<file path="src/rtl/apb_pwm_mc.sv">
// apb_pwm_mc: NUM_CH-channel APB PWM generator with double-buffered DIV/PERIOD/DUTY per channel.
// Optional macro PWM_MC_IRQ_EN adds the STATUS register at 0xF0, CTRL.IE and the irq_o output.
module apb_pwm_mc #(
    parameter int DATA_WIDTH = 32,
    parameter int ADDR_WIDTH = 8,
    parameter int NUM_CH     = 4,
    parameter int CNT_WIDTH  = 16
) (
    input  logic                  PCLK_i,
    input  logic                  PRST_ni,
    input  logic                  PSEL_i,
    input  logic                  PENABLE_i,
    input  logic                  PWRITE_i,
    input  logic [ADDR_WIDTH-1:0] PADDR_i,
    input  logic [DATA_WIDTH-1:0] PWDATA_i,
    output logic [DATA_WIDTH-1:0] PRDATA_o,
    output logic                  PREADY_o,
    output logic                  PSLVERR_o,
    output logic [NUM_CH-1:0]     o_pwm_o,
    output logic [NUM_CH-1:0]     oe_pwm_o
`ifdef PWM_MC_IRQ_EN
    ,
    output logic                  irq_o
`endif
);

    localparam int CH_AW = ADDR_WIDTH - 4;

    typedef logic [CNT_WIDTH-1:0] cnt_t;

    logic              access, wr_acc, rd_acc;
    logic [CH_AW-1:0]  ch_idx;
    logic [1:0]        reg_idx;
    logic              ch_hit, stat_hit, addr_err;
    logic [NUM_CH-1:0] ch_wr;
    cnt_t              wdata_cnt;
    logic              unused_wdata;

    logic [NUM_CH-1:0] en_q, en_d, pol_q, pol_d, ie_v;
    logic [NUM_CH-1:0] tick, wrap;
    cnt_t div_sh_q   [NUM_CH], div_sh_d   [NUM_CH];
    cnt_t per_sh_q   [NUM_CH], per_sh_d   [NUM_CH];
    cnt_t duty_sh_q  [NUM_CH], duty_sh_d  [NUM_CH];
    cnt_t div_act_q  [NUM_CH], div_act_d  [NUM_CH];
    cnt_t per_act_q  [NUM_CH], per_act_d  [NUM_CH];
    cnt_t duty_act_q [NUM_CH], duty_act_d [NUM_CH];
    cnt_t pre_q      [NUM_CH], pre_d      [NUM_CH];
    cnt_t cnt_q      [NUM_CH], cnt_d      [NUM_CH];

`ifdef PWM_MC_IRQ_EN
    logic [NUM_CH-1:0] ie_q, ie_d, status_q, status_d, status_clr;
    logic              irq_q, irq_d;
    assign ie_v  = ie_q;
    assign irq_o = irq_q;
`else
    assign ie_v = '0;
`endif

    assign PREADY_o     = 1'b1;
    assign PSLVERR_o    = access & addr_err;
    assign unused_wdata = ^PWDATA_i;

    always_comb begin
        access    = PSEL_i & PENABLE_i;
        wr_acc    = access & PWRITE_i;
        rd_acc    = access & ~PWRITE_i;
        ch_idx    = PADDR_i[ADDR_WIDTH-1:4];
        reg_idx   = PADDR_i[3:2];
        ch_hit    = (PADDR_i[1:0] == 2'b00) && (int'(ch_idx) < NUM_CH);
`ifdef PWM_MC_IRQ_EN
        stat_hit  = (PADDR_i == ADDR_WIDTH'(8'hF0));
`else
        stat_hit  = 1'b0;
`endif
        addr_err  = ~(ch_hit | stat_hit);
        wdata_cnt = PWDATA_i[CNT_WIDTH-1:0];
        ch_wr     = '0;
        for (int unsigned c = 0; c < NUM_CH; c++) begin
            ch_wr[c] = wr_acc & ch_hit & (ch_idx == CH_AW'(c));
        end
    end

    always_comb begin
        PRDATA_o = '0;
        if (rd_acc && ch_hit) begin
            for (int unsigned c = 0; c < NUM_CH; c++) begin
                if (ch_idx == CH_AW'(c)) begin
                    case (reg_idx)
                        2'd0:    PRDATA_o = DATA_WIDTH'({ie_v[c], pol_q[c], en_q[c]});
                        2'd1:    PRDATA_o = DATA_WIDTH'(div_sh_q[c]);
                        2'd2:    PRDATA_o = DATA_WIDTH'(per_sh_q[c]);
                        default: PRDATA_o = DATA_WIDTH'(duty_sh_q[c]);
                    endcase
                end
            end
        end
`ifdef PWM_MC_IRQ_EN
        if (rd_acc && stat_hit) begin
            PRDATA_o = DATA_WIDTH'(status_q);
        end
`endif
    end

    // Counter advance and wrap reloads are evaluated first so a CTRL write in the
    // same cycle overrides them; wrap reloads use the pre-write shadow values.
    always_comb begin
        en_d       = en_q;
        pol_d      = pol_q;
        div_sh_d   = div_sh_q;
        per_sh_d   = per_sh_q;
        duty_sh_d  = duty_sh_q;
        div_act_d  = div_act_q;
        per_act_d  = per_act_q;
        duty_act_d = duty_act_q;
        pre_d      = pre_q;
        cnt_d      = cnt_q;
        tick       = '0;
        wrap       = '0;
`ifdef PWM_MC_IRQ_EN
        ie_d       = ie_q;
`endif
        for (int unsigned c = 0; c < NUM_CH; c++) begin
            if (ch_wr[c] && reg_idx == 2'd1) div_sh_d[c]  = wdata_cnt;
            if (ch_wr[c] && reg_idx == 2'd2) per_sh_d[c]  = wdata_cnt;
            if (ch_wr[c] && reg_idx == 2'd3) duty_sh_d[c] = wdata_cnt;

            if (en_q[c] && per_act_q[c] != '0) begin
                tick[c]  = (pre_q[c] == div_act_q[c]);
                wrap[c]  = tick[c] && (cnt_q[c] == per_act_q[c] - CNT_WIDTH'(1));
                pre_d[c] = tick[c] ? '0 : pre_q[c] + CNT_WIDTH'(1);
                if (tick[c]) begin
                    cnt_d[c] = wrap[c] ? '0 : cnt_q[c] + CNT_WIDTH'(1);
                end
                if (wrap[c]) begin
                    div_act_d[c]  = div_sh_q[c];
                    per_act_d[c]  = per_sh_q[c];
                    duty_act_d[c] = duty_sh_q[c];
                end
            end

            if (ch_wr[c] && reg_idx == 2'd0) begin
                pol_d[c] = PWDATA_i[1];
`ifdef PWM_MC_IRQ_EN
                ie_d[c]  = PWDATA_i[2];
`endif
                if (!PWDATA_i[0]) begin
                    en_d[c]  = 1'b0;
                    pre_d[c] = '0;
                    cnt_d[c] = '0;
                end else if (!en_q[c]) begin
                    en_d[c]       = 1'b1;
                    pre_d[c]      = '0;
                    cnt_d[c]      = '0;
                    div_act_d[c]  = div_sh_q[c];
                    per_act_d[c]  = per_sh_q[c];
                    duty_act_d[c] = duty_sh_q[c];
                end
            end
        end
    end

    always_comb begin
        oe_pwm_o = en_q;
        o_pwm_o  = '0;
        for (int unsigned c = 0; c < NUM_CH; c++) begin
            if (per_act_q[c] == '0) begin
                o_pwm_o[c] = en_q[c] & pol_q[c];
            end else begin
                o_pwm_o[c] = en_q[c] & ((cnt_q[c] < duty_act_q[c]) ^ pol_q[c]);
            end
        end
    end

    always_ff @(posedge PCLK_i or negedge PRST_ni) begin
        if (!PRST_ni) begin
            en_q  <= '0;
            pol_q <= '0;
            for (int unsigned c = 0; c < NUM_CH; c++) begin
                div_sh_q[c]   <= '0;
                per_sh_q[c]   <= '0;
                duty_sh_q[c]  <= '0;
                div_act_q[c]  <= '0;
                per_act_q[c]  <= '0;
                duty_act_q[c] <= '0;
                pre_q[c]      <= '0;
                cnt_q[c]      <= '0;
            end
        end else begin
            en_q       <= en_d;
            pol_q      <= pol_d;
            div_sh_q   <= div_sh_d;
            per_sh_q   <= per_sh_d;
            duty_sh_q  <= duty_sh_d;
            div_act_q  <= div_act_d;
            per_act_q  <= per_act_d;
            duty_act_q <= duty_act_d;
            pre_q      <= pre_d;
            cnt_q      <= cnt_d;
        end
    end

`ifdef PWM_MC_IRQ_EN
    // A wrap in the same cycle as a W1C of that bit leaves it set.
    always_comb begin
        status_clr = (wr_acc && stat_hit) ? PWDATA_i[NUM_CH-1:0] : '0;
        status_d   = (status_q & ~status_clr) | wrap;
        irq_d      = |(status_q & ie_q);
    end

    always_ff @(posedge PCLK_i or negedge PRST_ni) begin
        if (!PRST_ni) begin
            ie_q     <= '0;
            status_q <= '0;
            irq_q    <= 1'b0;
        end else begin
            ie_q     <= ie_d;
            status_q <= status_d;
            irq_q    <= irq_d;
        end
    end
`endif

endmodule

</file>
<file path="config.mk">
export PLATFORM = sky130hd
export DESIGN_NAME = apb_pwm_mc
export DESIGN_NICKNAME = d
export VERILOG_FILES = /design/src/rtl/apb_pwm_mc.sv
export SDC_FILE = /design/constraint.sdc
export NUM_CORES = 1
export LEC_CHECK = 0
export CAP_MARGIN = 20
export CORE_MARGIN = 4
export CORE_UTILIZATION = 60
export DETAILED_ROUTE_END_ITERATION = 8
export GPL_TIMING_DRIVEN = 0
export PLACE_DENSITY = 0.78
export RECOVER_POWER = 50
export SKIP_CTS_REPAIR_TIMING = 1
export SYNTH_ARGS = -nofsm -noshare
export SYNTH_HDL_FRONTEND = slang
export SYNTH_SLANG_ARGS = --single-unit
export TNS_END_PERCENT = 20
</file>
<file path="constraint.sdc">
create_clock -name PCLK_i -period 4.84 [get_ports PCLK_i]
set_input_delay 0.968 -clock PCLK_i [delete_from_list [all_inputs] [get_ports PCLK_i]]
set_output_delay 0.968 -clock PCLK_i [all_outputs]
set_load 0.02 [all_outputs]
</file>
==> out/qor.txt <==
Pleak: 14.59 nW
deepest clock path buffer count: 3
Synth top area share: 47.64%
CP endpoint kind: output pin
sequential power share: 48.0%
number of enable flip-flop cells after synthesis: 0
final setup TNS: 0 ps
CP max FO: 10
synthesized area per cell: 11.46 um^2
P_int: 7.092 mW
Core Area: 0.04461 mm^2
Root Driver: clkbuf_16
DIE AREA: 0.04900 mm^2
H-Tree Depth: 2
worst min-delay path class: flip-flop to flip-flop
final setup fails: 0
failing checks: max-capacitance violations, max-slew violations
Post-synth top flop: dfrtp_1
Post-synth top cells: dfrtp_1 (520), mux2_2 (420), nor2_1 (191), xnor2_1 (154), inv_1 (98)
I/O pin cnt: 87
Die X-Extent: 221.4 um
worst-margin pin slew: 2672 ps
FILL cells: 3140
Gate power share: 3.5%
Sw Ratio: 22.02%
Req. time, crit path: 3870 ps
Critical Path Max Stage Delay: 750 ps
first drt pass iteration count: 6
final design utilization: 68.92%
CTS buffer count: 54
Non-Filler Instances: 3154
Top Layer Used: met4
sequential area share after synthesis: 47.64%
Area after DPL: 0.02876 mm^2
largest area contributor in the netlist: dfrtp_1
Clock Latency Late Sink: 610 ps
Avg WL per Cell: 22.85 um
WS Path Type: input port to output pin
Worst Skew: 15.09 ps
Pwr Density: 295.8 mW/mm^2
layout cells sized above 1: 24.25%
vias in the first global route: 19640
Tot GR Track Use: 28.78%
via/cell ratio: 6.265
placed cells: 3048
MaxCap Viol Count: 1
met2 WL post-DR: 33.32 mm
initial core utilization: 61.23%
post-synthesis async set-or-reset flop share: 100.0%
Fmax achieved: 207.2 MHz
min Tclk post-route: 4825 ps
vias after detailed routing: 19760
Cell variety after synth: 73
Die H: 221.4 um
status: complete, but fails checks
Post-DRT Antenna Nets: 0
crit-path most repeated cell: clkdlybuf4s50_1
clock network power share: 48.6%
Congestion Overflow GR: 0
Final period util: 99.69%
area of the multi-input gates: 0.01350 mm^2
Final nets: 2634
most common cell in the netlist: dfrtp_1
P&R area growth vs syn: 12.56%
CTS tree: done
Synth Register Bits: 520
Critical-path top delay cell: clkdlybuf4s50_1
Fin. Hold Viols: 0
hpwl dp: 51.86 mm
clk sinks: 520
Iteration-0 DRC Markers: 1915
synthesized area: 0.02731 mm^2
peak supply drop: 0.2633 mV
Ys Warns: 0
Storage cell area: 0.01301 mm^2
GPL Wtd Cong: 0.9639
Psw: 2.003 mW
met3 wire length: 5.375 mm
WL met1: 30.11 mm
worst path arrival time: 3860 ps
worst-path cell chain: clkdlybuf4s50_1, nor2_1, nand2_1, clkbuf_2, a221o_1, a21oi_1, nor4_2, clkdlybuf4s50_1
FP Rows: 77
total wire length: 72.06 mm
port bufs: 51
largest net degree at the start of global routing: 130
startpoint types: input port
DRC violations left: 0
Final Instance Area: 0.03074 mm^2
initial antenna violation count: 1
Synth area leaders: dfrtp_1 (48%), mux2_2 (17%), xnor2_1 (4.9%)
clock-pin slew on the worst setup and hold paths: 60 ps
Mapped Cells: 2384
Rel. slew slack: -78.16%
first-pass GRT wire length: 112.4 mm
Slew Viols, Final: 194
## critical path: cells and delay by family
kind            cells  cell delay [ps]
buf+inv             3             1740
compound gates      2              310
simple gates        3              830
## area by class of cell
class	instances	area share [%]
Antenna cell	1	0.008140
Clock inverter	19	1.001
Buffer	124	2.015
Multi-Input combinational cell	1656	43.91
Clock buffer	81	5.087
Inverter	99	1.209
Tap cell	592	2.409
Sequential cell	520	42.33
Timing Repair Buffer	62	2.039
## stage by stage
step	total power [mW]	hold WS (ps)	setup WS, ps
6_report	9.095	508.1	14.88
5_1_grt	9.352	516.3	-13.53
4_1_cts	9.138	450.3	-807.1
3_5_place_dp	4.751	496.0	-793.5
3_3_place_gp	4.741	490.3	-19200
2_1_floorplan	4.553	460.7	820.7
## worst paths after layout
path | start | end | slack, ps | cells after the start
setup / recovery | PADDR_i[6] | PRDATA_o[9] | 10 | 8
hold / removal | duty_act_q[11] | duty_act_q[11] | 510 | 1
setup reg to reg | per_act_q[5] | cnt_q[5] | 930 | 8
hold reg to reg | duty_act_q[11] | duty_act_q[11] | 510 | 1
max in group asynchronous | PRST_ni | pre_q[29] | 810 | 2
min in group asynchronous | PRST_ni | cnt_q[10] | 1180 | 1
## cell families (layout without fill, tap and decap cells)
| family | count (synthesis) | in the layout | synth area share [%] |
|---|---|---|---|
| compound gates | 266 | 266 | 6.963 |
| xor+xnor | 250 | 250 | 8.072 |
| fa+ha+maj | 73 | 73 | 3.335 |
| buf+inv | 223 | 385 | 3.532 |
| flops | 520 | 520 | 47.64 |
| mux | 455 | 455 | 19.30 |
| other cells | 2 | 18 | 0.02750 |
| simple gates | 595 | 595 | 11.12 |
## power groups by stage
stage          Clock (mW)  Combinational, mW  Sequential [mW]
3_3_place_gp            0              0.289             4.45
2_1_floorplan           0              0.113             4.44
4_1_cts              4.47              0.309             4.36
3_5_place_dp            0              0.308             4.44
6_report             4.42              0.314             4.36
5_1_grt              4.65              0.338             4.36
## layer usage
layer | GRT usage [%] | up-vias
li1 | - | 8806
met1 | 39.87 | 9962
met2 | 45.66 | 815
met3 | 5.168 | 176
met4 | 11.23 | 0
met5 | 0 | -
## cell usage in the layout (no fill, tap or decap), types with 9 or more instances in the layout
| cell type | n |
|---|---|
| inv_1 | 98 |
| a21o_1 | 14 |
| nand4_1 | 58 |
| clkbuf_16 | 55 |
| mux2_4 | 18 |
| clkbuf_1 | 85 |
| a221oi_1 | 30 |
| nand2_1 | 83 |
| clkbuf_2 | 18 |
| o211ai_1 | 13 |
| and2_1 | 13 |
| o21ai_0 | 46 |
| buf_4 | 24 |
| nor2_1 | 191 |
| dfrtp_1 | 520 |
| or3_1 | 21 |
| clkdlybuf4s50_1 | 44 |
| mux2_2 | 420 |
| a211oi_1 | 12 |
| clkbuf_8 | 9 |
| nor2b_1 | 12 |
| a21oi_1 | 51 |
| a221o_1 | 19 |
| nor4_2 | 13 |
| and3_1 | 22 |
| nor3_1 | 37 |
| xor2_1 | 95 |
| nor4_1 | 27 |
| nand2b_1 | 18 |
| buf_2 | 15 |
| xnor2_1 | 154 |
| a22oi_1 | 12 |
| and4_1 | 9 |
| nand3_1 | 48 |
| ha_1 | 72 |
| conb_1 | 17 |
## flip-flops by register name (all words and copies together), names as in the netlist
name,cells
cnt_q,64
div_act_q,64
div_sh_q,64
duty_act_q,64
duty_sh_q,64
oe_pwm_o,4
per_act_q,64
per_sh_q,64
pol_q,4
pre_q,64
No activity file was read; power rests on OpenSTA's default activity.
